<file path="src/rtl/mux_select_config_cell.sv">
// Configuration cell for a routing mux: serially loaded multi-context select
// schedule, validated and copied to shadow registers on commit, then stepped one context per cycle.
module mux_select_config_cell #(
  parameter int unsigned SEL_WIDTH  = 4,
  parameter int unsigned NUM_INPUTS = 10,
  parameter int unsigned CONTEXTS   = 4,
  localparam int unsigned CHAIN_LEN = CONTEXTS * SEL_WIDTH,
  localparam int unsigned CTX_W     = (CONTEXTS > 1) ? $clog2(CONTEXTS) : 1
) (
  input  logic                 CGRA_Clock,
  input  logic                 CGRA_Reset,
  input  logic                 ConfigIn,
  output logic                 ConfigOut,
  input  logic                 config_shift_en,
  input  logic                 config_commit,
  input  logic                 ctx_run,
  output logic [SEL_WIDTH-1:0] select,
  output logic                 select_valid,
  output logic [CTX_W-1:0]     ctx_index,
  output logic                 cfg_error
);

  logic [CHAIN_LEN-1:0] chain;
  logic [SEL_WIDTH-1:0] shadow [CONTEXTS];
  logic [CTX_W-1:0]     ctx;
  logic                 valid_q;
  logic                 err_q;

  logic                 all_legal;
  logic                 commit_ok;
  logic [CTX_W-1:0]     ctx_nxt;

  // Every field of the pre-shift chain must address a real mux input
  always_comb begin
    all_legal = 1'b1;
    for (int k = 0; k < int'(CONTEXTS); k++) begin
      if (32'(chain[k*SEL_WIDTH +: SEL_WIDTH]) >= NUM_INPUTS) begin
        all_legal = 1'b0;
      end
    end
  end

  assign commit_ok = config_commit && all_legal;
  assign ctx_nxt   = (ctx == CTX_W'(CONTEXTS - 1)) ? '0 : ctx + CTX_W'(1);

  always_ff @(posedge CGRA_Clock) begin
    if (CGRA_Reset) begin
      chain   <= '0;
      ctx     <= '0;
      valid_q <= 1'b0;
      err_q   <= 1'b0;
      for (int k = 0; k < int'(CONTEXTS); k++) begin
        shadow[k] <= '0;
      end
    end else begin
      if (config_shift_en) begin
        chain <= {ConfigIn, chain[CHAIN_LEN-1:1]};
      end
      // An accepted commit restarts the schedule and overrides ctx_run
      if (commit_ok) begin
        for (int k = 0; k < int'(CONTEXTS); k++) begin
          shadow[k] <= chain[k*SEL_WIDTH +: SEL_WIDTH];
        end
        valid_q <= 1'b1;
        ctx     <= '0;
      end else if (ctx_run) begin
        ctx <= ctx_nxt;
      end
      if (config_commit && !all_legal) begin
        err_q <= 1'b1;
      end
    end
  end

  // Register-only decode of the current context's select field
  always_comb begin
    select = '0;
    for (int k = 0; k < int'(CONTEXTS); k++) begin
      if (ctx == CTX_W'(k)) begin
        select = shadow[k];
      end
    end
  end

  assign ConfigOut    = chain[0];
  assign select_valid = valid_q;
  assign ctx_index    = ctx;
  assign cfg_error    = err_q;

endmodule

</file>
<file path="config.mk">
export PLATFORM = sky130hd
export DESIGN_NAME = mux_select_config_cell
export DESIGN_NICKNAME = d
export VERILOG_FILES = /design/src/rtl/mux_select_config_cell.sv
export SDC_FILE = /design/constraint.sdc
export NUM_CORES = 1
export LEC_CHECK = 0
export ABC_AREA = 1
export BUFFER_PORTS_ARGS = -buffer_cell sky130_fd_sc_hd__buf_4
export CAP_MARGIN = 15
export CELL_PAD_IN_SITES_DETAIL_PLACEMENT = 0
export CELL_PAD_IN_SITES_GLOBAL_PLACEMENT = 2
export CORE_AREA = 4 4 53 103
export CTS_BUF_LIST = sky130_fd_sc_hd__clkbuf_8
export CTS_CLUSTER_DIAMETER = 120
export DETAILED_ROUTE_END_ITERATION = 8
export DIE_AREA = 0 0 57 107
export MAX_ROUTING_LAYER = met4
export PLACE_DENSITY_LB_ADDON = 0.1
export RECOVER_POWER = 50
export SETUP_SLACK_MARGIN = 0.5
export SYNTH_ARGS = -nofsm -noshare
export SYNTH_HDL_FRONTEND = slang
export SYNTH_SLANG_ARGS = --single-unit
</file>
<file path="constraint.sdc">
create_clock -name CGRA_Clock -period 1.59 [get_ports CGRA_Clock]
set_clock_uncertainty 0.2 [all_clocks]
set_input_delay 0.318 -clock CGRA_Clock [delete_from_list [all_inputs] [get_ports CGRA_Clock]]
set_output_delay 0.318 -clock CGRA_Clock [all_outputs]
set_load 0.05 [all_outputs]
</file>
# Yosys cells after proc, flatten, opt, wreduce, memory -nomap -nowiden
# Memory sizes are Yosys's and may differ from the RTL's.
# Cells that the tools add are included.
[totals] output_inout_bits=9 ff_bits=20 mem_bits_rw=16 elab_cells=40 input_bits=6 mem_count=1
[classes] reduce_logical=5 add_sub_neg=1 bitwise=4 n_lt_le_gt_ge=4 muxes=18 n_eq_ne=3
[mem_list] memory="shadow" words=4 width=4 rd=4 rd_clocked_by_memory_dff=0 write_ports=4 line="24" rtl="logic [SEL_WIDTH-1:0] shadow [CONTEXTS];"
[ops] op="$mux W4" n=8
[ops] op="$ge A4 B4 Y1 const B" n=4
[ops] op="$mux W1" n=9
[ops] op="$eq A2 B2 Y1 const B" n=2
[ops] op="$or A1 B1 Y1" n=4
[ops] op="$add A2 B1 Y2 const B" n=1
[ops] op="$eq A2 B1 Y1 const B" n=1
[ops] op="$logic_and A1 B1 Y1" n=2
[ops] op="$logic_not A2 Y1" n=1
[ops] op="$mux W2" n=1
[ops] op="$reduce_or A2 Y1" n=1
[ops] op="$logic_not A1 Y1" n=1

# Depth between registers and ports, before layout
[logic_depth] ltp_word=10 mapped_depth=6 depth_no_buf=6

# Worst setup path after synthesis
# Ideal clock, no wire load.
[synth_path] path_type="register to output" start="register ctx[1], in the netlist ctx_index[1]" end="output port select[0]" stages_incl_launch_ff=7 n_path_buf=0 t_arrival_ns=1.755 required_ns=1.072 path_slack_ns=-0.683 cell_sequence="dfxtp_1 > inv_1 > ha_1 > inv_1 > nand3_1 > a21oi_1 > o22a_1"
[synth_between] elab_chain_len=5 elab_cells_between_ends=8 cone_classes="eq/ne: 3; mux: 4; reduce/logical: 1"
[synth_rtl] element="start: declaration" line="25" rtl="logic [CTX_W-1:0] ctx;"
[synth_rtl] element="start signal: assignment" line="67" rtl="ctx <= ctx_nxt;"
[synth_rtl] element="$logic_not A2 Y1" line="79" rtl="if (ctx == CTX_W'(k)) begin"
[synth_rtl] element="$mux W4 (3 in series)" line="79"
[synth_rtl] element="$mux W4 *" line="79"
[synth_rtl] element="end: declaration" line="17" rtl="output logic [SEL_WIDTH-1:0] select,"
# Every way passes the cells marked *; elsewhere a longest branch is shown, timed or not.

# Worst setup path after layout
[layout_path] start="register ctx[1], in the netlist ctx_index[1]" end="output port select[1]"
# Same word-level chain as after synthesis.

==> impl_metrics.toml <==
[outcome]
outcome = "finished with violations"
violations = "setup timing"

[global_route]
antenna_found_initial = 0
grt_pass1_wl_um = 5513
first_global_vias = 1197
grt_max_degree = 33
gr-usage-all-layers = 0.1215
grt-ovfl-total = 0

[logic_synthesis]
syn_nets = 183
synth-seq-area-share = 0.5668
synth_area_um2 = 1554
syn_area_per_cell_um2 = 8.983
ys_types = 16
ys_warn_count = 0
syn_inst = 173
ys_ff_latch = 36

[placement]
placed_cells = 242
place.gp.congestion = 0.8731
placed_area_um2 = 1832
port_buffers = 14
dpl.hpwl_um = 2365

[drt]
drc = 0
drtIter0Drc = 32
vias = 1241
wl_um = 3311
wire_per_inst_um = 12.54
final_antenna_net_count = 0
firstDrtPassIters = 4
post_drt_via_cell_ratio = 4.701

[timing]
rsz0062_at_grt = "true"
worst_pin_slew_ns = 0.5506
setup_viol = 9
max-slew-margin-rel = 0.6330
post-route-min-period_ns = 2.033
fin_ws_ns = -0.4426
fin_crit_sh = 1.278
hold_viol = 0
maxSlewViolCount = 0
hold_ws_ns = 0.01967
fmax_mhz = 492.0

[worst_setup_path]
critPathRequiredTime_ns = 1.07
critPathLaunchType = "flop"
worstSetupEndpointType = "primary output"
timing.rr.end = "shadow[2][2]$_SDFFCE_PN0P_"
r2r_slack_ns = -0.01
cp.arrival_ns = 1.51
r2r.worst_path.cells = 7
crit_fanout = 5
critPathKind = "reg -> out"
timing.rr.start = "chain[14]$_SDFFE_PP0P_"

[pwr]
p_switching_mw = 0.6172
ir_worst_vdd_mv = 0.8314
finalPower_mw = 2.166
clockPowerShare = 0.274
switching_share = 0.2849
p_int_mw = 1.549
pwr-share-seq = 0.498
pwr_density_cell_nw_per_um2 = 932.3
power_frac_comb = 0.228
p_leak_nw = 0.8881

[clock_network]
cts.reportedPaths.clkPinSlew_ns = 0.07
cts_sinks = 36
clk-insertion-delay-late_ns = 0.28
cts_tree = "built"
clockBufferDepth = 2
root_buffer = "clkbuf_8"
cts_inserted_buffers = 5
htreeDepth = 2

[floorplanning]
fp.dieArea_um2 = 6099
start_util = 0.3348
rows = 35
pin_count = 15
fp.coreArea_um2 = 4642
die-height_um = 107
die_w_um = 57

[hold_path]
min_path_cells = 2
holdPathEnd = "cfg_error$_SDFFE_PP0P_"
worstHoldStart = "CGRA_Reset"
min_path_type = "in -> reg"

[layout]
stdcell_count = 264
final_cell_mix = "19 x a21oi_1, 18 x nor2_4, 17 x nand2_1"
drive_above_1_share = 0.4641
nets = 218
final_common_cell = "a21oi_1"
area_growth_pct = 49.52
finalInstanceArea_um2 = 2323
antenna_cells = 0

[job]
drv_cap = 0
-- per-stage QoR --
| stage | TNS, ns | util | worst slack, ns |
|---|---|---|---|
| floorplan | -0.5374 | - | -0.1344 |
| detailed placement | -0.9145 | 0.3946 | -0.2361 |
| global placement | -0.8567 | 0.3946 | -0.2357 |
| CTS | -1.744 | 0.4895 | -0.4501 |
| global route | -2.986 | 0.5005 | -0.4851 |
| finish | -1.731 | 0.5005 | -0.4426 |
-- worst max path at each step --
stage,startpoint,endpoint,cells past startpoint
floorplan,ctx_index[0]$_SDFFE_PP0P_,select[0],6
global placement,ctx_index[1]$_SDFFE_PP0P_,select[0],6
detailed placement,ctx_index[0]$_SDFFE_PP0P_,select[2],5
CTS,ctx_index[1]$_SDFFE_PP0P_,select[0],7
global route,ctx_index[1]$_SDFFE_PP0P_,select[0],7
finish,ctx_index[1]$_SDFFE_PP0P_,select[1],7
-- registers in the layout (all words and copies together) (netlist names) --
signal	count
cfg_error	1
ctx_index	2
shadow	16
select_valid	1
chain	16
-- per-layer routing --
layer | vias up | share of wire | wire [um] | global-route usage
met5 | - | 0 | 0 | -
met4 | 0 | 0.036 | 119 | 0.07629
met3 | 9 | 0.024 | 79 | 0.01807
met2 | 19 | 0.58 | 1920 | 0.2177
met1 | 575 | 0.36 | 1193 | 0.1182
li1 | 638 | - | - | -
-- what timing repair did --
| action | CTS | global route |
|---|---|---|
| cloned | 1 | 0 |
| endpoints found under the setup margin | 45 | 46 |
| hold buffers | 0 | 0 |
| setup buffers | 11 | 2 |
| resized for setup | 63 | 18 |
| pin swaps | 10 | 12 |
-- final cells by class --
class                      count  area, um2
clock buffer                   5      68.82
sequential                    36      900.9
fill                         442       2318
tap                           55      68.82
clock inverter                 3      11.26
inverter                      22      93.84
multi-input combinational    109      809.5
timing repair buffer          34      370.4
-- Yosys cell counts, drive strengths merged --
master / count / area [um2]
a21oi: 23 / 115.1
buf: 2 / 15.01
clkbuf: 4 / 15.01
dfxtp: 20 / 400.4
edfxtp: 16 / 480.5
ha: 4 / 50.05
inv: 22 / 82.58
nand2: 20 / 75.07
nand3: 5 / 37.54
nor2: 34 / 152.7
o21ai: 19 / 95.09
o22a: 4 / 35.03
-- cells by family after synthesis --
logic type                 count (synthesis)  share of synthesized area
AOI/OAI and AO/OA                         46                     0.1578
buffers and inverters                     28                    0.07246
adders and majority gates                  4                    0.03221
and+or+nand+nor                           59                     0.1707
DFF                                       36                     0.5668
-- worst max-delay path: stages, from the launching register on --
cell and delay [ns]:
dfxtp_4 0.39, inv_4 0.06, ha_4 0.17, inv_4 0.07, nand3_2 0.07, a21oi_2 0.18, o22a_4 0.16, buf_8 0.13
-- power by group through the flow --
stage                     Clock [mW]  Sequential, mW  Combinational (mW)
after detailed placement           0            1.09               0.343
after global routing           0.657            1.09               0.531
after CTS                      0.615            1.08               0.486
final                          0.594            1.08               0.495
after floorplan                    0            1.12               0.222
after global placement             0            1.09               0.341
Power figures use the tool's default switching activity.
